$ cat src/rtl/nibble_byte_packer.sv
// nibble_byte_packer: packs pairs of 4-bit slices into bytes over valid/ready.
// Holds one partial nibble plus one output byte; flush pads a lone nibble with 4'h0.
//
// Ports:
//   clk, rst_n            clock, asynchronous active-low reset
//   in_valid/in_ready     nibble handshake, in_nib carries the slice
//   hi_first              order of the pair, sampled with the first nibble
//   flush                 complete a pending half byte with a zero pad nibble
//   out_valid/out_ready   byte handshake, out_byte carries the byte
//   out_padded            out_byte was completed by flush
//   byte_cnt              output handshake count, wraps modulo 2**CNT_W
//   out_parity            ^out_byte, only with NIBBLE_PACKER_PARITY_EN defined
//
// Build option: define NIBBLE_PACKER_PARITY_EN to add the out_parity port.
module nibble_byte_packer #(
    parameter int CNT_W = 8
) (
    input  logic             clk,
    input  logic             rst_n,
    input  logic             in_valid,
    output logic             in_ready,
    input  logic [3:0]       in_nib,
    input  logic             hi_first,
    input  logic             flush,
    output logic             out_valid,
    input  logic             out_ready,
    output logic [7:0]       out_byte,
    output logic             out_padded,
`ifdef NIBBLE_PACKER_PARITY_EN
    output logic             out_parity,
`endif
    output logic [CNT_W-1:0] byte_cnt
);

    typedef enum logic [1:0] {
        EMPTY = 2'd0,
        HALF  = 2'd1,
        FULL  = 2'd2
    } state_t;

    state_t     state;
    state_t     state_nxt;
    logic [3:0] nib_q;
    logic       order_q;
    logic       in_fire;
    logic       out_fire;
    logic       load_pair;
    logic       load_pad;
    logic [3:0] second;
    logic [7:0] new_byte;

    assign in_fire   = in_valid && in_ready;
    assign out_fire  = out_valid && out_ready;
    assign load_pair = (state == HALF) && in_fire;
    // A flush only counts when no nibble is taken in the same cycle.
    assign load_pad  = (state == HALF) && !in_fire && flush;

    // Second slot is either the incoming nibble or the zero pad.
    assign second    = load_pair ? in_nib : 4'h0;
    assign new_byte  = order_q ? {nib_q, second} : {second, nib_q};

    // State register
    always_ff @(posedge clk or negedge rst_n) begin
        if (!rst_n) begin
            state <= EMPTY;
        end else begin
            state <= state_nxt;
        end
    end

    // Next-state logic
    always_comb begin
        state_nxt = state;
        unique case (state)
            EMPTY: begin
                if (in_fire) state_nxt = HALF;
            end
            HALF: begin
                if (load_pair || load_pad) state_nxt = FULL;
            end
            FULL: begin
                if (out_fire) state_nxt = in_fire ? HALF : EMPTY;
            end
            default: state_nxt = EMPTY;
        endcase
    end

    // Output decode
    always_comb begin
        in_ready  = 1'b0;
        out_valid = 1'b0;
        unique case (state)
            EMPTY: in_ready = 1'b1;
            HALF:  in_ready = 1'b1;
            FULL: begin
                out_valid = 1'b1;
                // Room frees up in the same cycle the byte drains.
                in_ready  = out_ready;
            end
            default: begin
                in_ready  = 1'b0;
                out_valid = 1'b0;
            end
        endcase
    end

    // Datapath
    always_ff @(posedge clk or negedge rst_n) begin
        if (!rst_n) begin
            nib_q      <= 4'h0;
            order_q    <= 1'b0;
            out_byte   <= 8'h00;
            out_padded <= 1'b0;
            byte_cnt   <= '0;
        end else begin
            // First nibble of a pair: taken in EMPTY or while draining FULL.
            if (in_fire && (state != HALF)) begin
                nib_q   <= in_nib;
                order_q <= hi_first;
            end
            if (load_pair || load_pad) begin
                out_byte   <= new_byte;
                out_padded <= load_pad;
            end
            if (out_fire) begin
                byte_cnt <= byte_cnt + CNT_W'(1);
            end
        end
    end

`ifdef NIBBLE_PACKER_PARITY_EN
    always_ff @(posedge clk or negedge rst_n) begin
        if (!rst_n) begin
            out_parity <= 1'b0;
        end else if (load_pair || load_pad) begin
            out_parity <= ^new_byte;
        end
    end
`endif

endmodule

$ cat config.mk
export PLATFORM = sky130hd
export DESIGN_NAME = nibble_byte_packer
export DESIGN_NICKNAME = d
export VERILOG_FILES = /design/src/rtl/nibble_byte_packer.sv
export SDC_FILE = /design/constraint.sdc
export NUM_CORES = 1
export LEC_CHECK = 0
export ABC_AREA = 1
export BUFFER_PORTS_ARGS = -buffer_cell sky130_fd_sc_hd__buf_2
export CAP_MARGIN = 40
export CORE_ASPECT_RATIO = 1.1
export CORE_MARGIN = 3
export CORE_UTILIZATION = 25
export DETAILED_ROUTE_END_ITERATION = 8
export GPL_ROUTABILITY_DRIVEN = 0
export PLACE_DENSITY = 0.51
export SETUP_SLACK_MARGIN = 0.02
export SLEW_MARGIN = 20
export SYNTH_ARGS = -nofsm -noshare
export SYNTH_HDL_FRONTEND = slang
export SYNTH_SLANG_ARGS = --single-unit
$ cat constraint.sdc
create_clock -name clk -period 1.3 [get_ports clk]
set_input_delay 0.13 -clock clk [delete_from_list [all_inputs] [get_ports clk]]
set_output_delay 0.13 -clock clk [all_outputs]
set_load 0.01 [all_outputs]
==> flow_results.org <==
** Power and ir drop
- Combinational group share of total power :: 0.468
- For this design the static power due to leakage is 0.875 nW.
- Sw Ratio :: 0.414
- IR analysis of the VDD net gives a maximum drop of about 0.85 mV.
- In this run the power density over the cells is slightly above 2000 nW/um^2.
- Internal Power :: 1.87 mW
- For this design the total switching power over the nets is 1.32 mW.
- Sequential Power Share :: 0.393
- Part of the power in the clock network :: 0.139

** CTS
- Total clock sinks :: 24
- Clock latency on the worst-skew pair :: 0.26 ns
- Inserted Clock Buffers :: 3
- The root buffer cell chosen for the clock tree is sky130_fd_sc_hd__clkbuf_8.
- Clock transition at the register clock pins on the worst setup and hold paths after CTS :: 0.08 ns
- No sink is reached through more buffers than the 2 on the longest clock path.
- CTS built an H-tree with a depth of 1.
- TritonCTS built the clock tree.

** STA
- The number of max-slew violations in the final report is 0.
- Summed over all failing endpoints, the final setup total negative slack is 0 ns.
- At the pin with the least slew margin, the transition time is roughly 0.56 ns.
- Final Hold Violating Endpoints :: 0
- Setup repair after global routing missed its margin :: yes
- Fin crit share :: 0.921
- Based on the critical path, the design can be clocked at up to roughly 830 MHz.
- Measured against its own limit, the worst slew margin works out to 0.624.
- Clock Skews :: approximately 0.0026 ns
- The worst path in the final design needs a cycle of around 1.2 ns, including I/O delays and setup.
- Endpoints failing setup :: 0

** Route
- For this run, the detailed router's first-pass iteration total came to 4.
- Sum of routed wire length over all layers :: around 2700 um
- In this run the remaining antenna-violating nets after routing total 0.
- For this run, design rule violations remaining after detail routing come to 0.
- The detailed router placed around 1100 vias in this run.
- Number of DRC markers after the initial detailed-route iteration :: 37
- Via-per-instance ratio :: approximately 4.3
- Routed wirelength normalized by instance count :: about 11 um

** Finish
- Net count of the finished layout :: about 210
- Of the cells placed in the final design, the portion with a size suffix greater than 1 is 0.281.
- Compared with the post-synthesis result, the final layout area differs by 25.9%.
- For this run, the share of the core covered by cells in the final layout is 0.329.
- Fillers :: a little over 500
- The number of antenna diodes in the final layout is 0.

** Worst setup path
- The number of buffers and inverters on the critical path is 4.
- The critical path is of the flip-flop to output pin type.
- Flop-to-flop setup slack :: 0.14 ns
- Beginning of the worst register-to-register path :: state[1]
- Cell family with the largest share of critical-path delay :: flip-flops
- Critical path endpoint :: out_valid
- Startpoint type of the worst setup path :: flip-flop
- The worst register-to-register path ends at out_byte[4].
- In this run the worst setup path begins at state[0].
- In this run the worst path has a maximum fanout of 2.
- Instance count on the critical path :: 5
- Worst setup EP type :: output pin
- Delay of the slowest cell on the worst path :: around 0.40 ns
- Critical Path AT :: 1.07 ns
- Counting cells, the worst reg-to-reg path comes to 6.
- Worst Path Required :: roughly 1.2 ns
- The critical path goes through inv_2 -> buf_6 -> nand2_1 -> inv_1 -> buf_2.
- Among all stages on the critical path, the largest delay is contributed by sky130_fd_sc_hd__dfrtp_1.

** Die
- Measured along the y axis, the die boundary spans about 80 um.
- Core Footprint :: 4720 um^2
- Row generation in the floorplan step produced 26 rows.
- Pin placement for this block handled 29 I/O pins.
- Starting density of the core :: 0.262
- The die covers ~5800 um^2.
- Die Wd :: roughly 73 um

** Synth
- In the synthesized netlist the dominant register cell turns out to be sky130_fd_sc_hd__dfrtp_1.
- Counting flops with an async set or reset pin after synthesis yields a share of 1.00.
- Top cell type's share of synthesized area :: 0.487
- Of the synthesized area, sequential elements account for 0.487.
- The synthesized design contains 24 register bits.
- After synthesis, the cell types taking the most area are sky130_fd_sc_hd__dfrtp_1, sky130_fd_sc_hd__nand2_1, sky130_fd_sc_hd__inv_1, sky130_fd_sc_hd__nand3_1, sky130_fd_sc_hd__o21ai_2.
- In this run the cell area of the synthesized design comes to around 1200 um^2.
- By count the netlist is led by sky130_fd_sc_hd__nand2_1, sky130_fd_sc_hd__dfrtp_1, sky130_fd_sc_hd__inv_1.
- Cell accounting for the most synthesized area :: sky130_fd_sc_hd__dfrtp_1
- During synthesis, Yosys emitted a total of 0 warnings.
- Synthesis handed over a netlist of 158 instances.
- Post-synthesis cell type count :: 19
- Synthesis produced a netlist with a net count of around 170.
- Counting flops with a built-in enable in the synthesized netlist gives 0.
- Average cell area after synthesis :: ~7.8 um^2
- Most frequently used cell type in the post-synthesis netlist :: sky130_fd_sc_hd__nand2_1

** Global routing
- Antenna violations before repair :: 0
- Vias in the first global route :: between 1000 and 1500
- Pin count of the biggest net entering global routing :: 25
- In the global route stage, overall resource usage came out at 0.106.
- Overflow left after global routing :: 0
- First-pass GRT wire length :: 4890 um

** Run status
- Result of the run :: completed

** Place
- Detailed placement ended at an HPWL of ~2000 um.
- Port bufs :: 28

** Run
- Across the run, the number of max-cap violations was 0.

** Hold path
- Launch point of the worst hold path :: hi_first
- The path class of the tightest hold or removal check is input port to flip-flop.
worst min path at each step:
| stage | cells past startpoint | slack, ns | to |
|---|---|---|---|
| after floorplan | 0 | -0.17 | byte_cnt[0] |
| after global placement | 1 | 0.16 | byte_cnt[2] |
| after global routing | 3 | 0.12 | order_q |
| after detailed placement | 1 | 0.17 | byte_cnt[0] |
| after CTS | 3 | 0.1 | order_q |
| final | 3 | 0.10 | order_q |
final cells by class:
type	instances	area (um^2)	share of cell area
flip-flops and latches	24	601	0.387
multi-input cells	109	538	0.346
repair buffers	37	214	0.138
inverters	23	88.8	0.0572
well taps	56	70.1	0.0451
clock buffers	3	41.3	0.0266
through the flow:
step                      cells  power (mW)  setup WS (ns)  cell area, um^2  hold slack, ns
after CTS                   250        3.17         0.0311             1520          0.0953
after detailed placement    246        2.70         0.0728             1470           0.167
final                       252        3.19          0.102             1550           0.101
after global placement      246        2.68         0.0813             1470           0.162
after floorplan             158        2.19          0.123             1230          -0.166
after global routing        252        3.52        0.00944             1550           0.121
flip-flops by register name, summed over array words and instances, names as in the netlist:
name,count
out_padded,1
byte_cnt,8
state,2
order_q,1
out_byte,8
nib_q,4
metal layers:
| metal | share of wire | wire (um) | vias up | GRT usage |
|---|---|---|---|---|
| met5 | 0 | 0 | - | 0 |
| met4 | 0.0045 | 12 | 0 | 0.0166 |
| met3 | 0.055 | 146 | 2 | 0.0277 |
| met2 | 0.47 | 1250 | 29 | 0.185 |
| met1 | 0.47 | 1260 | 490 | 0.130 |
| li1 | - | - | 553 | - |
cells by family (layout without fill, tap and decap cells):
group / Yosys count / in the layout / synth area share
AO/OA/AOI/OAI: 9 / 9 / 0.0639
XOR/XNOR: 4 / 4 / 0.0284
adder cells (fa/ha/maj): 1 / 1 / 0.0101
buffers and inverters: 25 / 63 / 0.0872
flip-flops: 24 / 24 / 0.487
AND/OR/NAND/NOR: 95 / 95 / 0.324
worst min-delay path, stage by stage:
cell and delay (ns):
sky130_fd_sc_hd__buf_2 0.09, sky130_fd_sc_hd__inv_1 0.06, sky130_fd_sc_hd__o21ai_2 0.05
repair_timing:
action | in CTS | in global routing
gates resized for setup | 0 | 5
hold buffers | 1 | 0
hold endpoints to repair | 24 | 0
endpoints found under the setup margin | 0 | 17
setup buffers | 0 | 2
cells in the final DEF, fill, tap and decap left out:
cell type                       instances
sky130_fd_sc_hd__nor2_1                 6
sky130_fd_sc_hd__inv_1                 21
sky130_fd_sc_hd__nand3_1               11
sky130_fd_sc_hd__xnor2_1                1
sky130_fd_sc_hd__nor2_2                 1
sky130_fd_sc_hd__dfrtp_1               24
sky130_fd_sc_hd__inv_2                  1
sky130_fd_sc_hd__clkbuf_8               3
sky130_fd_sc_hd__ha_2                   1
sky130_fd_sc_hd__nand2_2                3
sky130_fd_sc_hd__o21ai_0                2
sky130_fd_sc_hd__buf_4                  7
sky130_fd_sc_hd__nor3_1                 1
sky130_fd_sc_hd__inv_4                  1
sky130_fd_sc_hd__buf_6                  1
sky130_fd_sc_hd__o21ai_2                5
sky130_fd_sc_hd__dlygate4sd3_1          1
sky130_fd_sc_hd__a21oi_2                1
sky130_fd_sc_hd__buf_2                 28
sky130_fd_sc_hd__xor2_1                 3
sky130_fd_sc_hd__nand3_4                2
sky130_fd_sc_hd__nand2_1               71
sky130_fd_sc_hd__a21oi_4                1
power groups by stage:
stage | combinational (mW) | sequential, mW | clock [mW]
floorplan | 0.868 | 1.32 | 0
global placement | 1.42 | 1.27 | 0
detailed placement | 1.43 | 1.27 | 0
CTS | 1.44 | 1.26 | 0.467
global route | 1.73 | 1.30 | 0.492
finish | 1.49 | 1.25 | 0.443
Note: power is estimated with default switching activity, not from simulation.
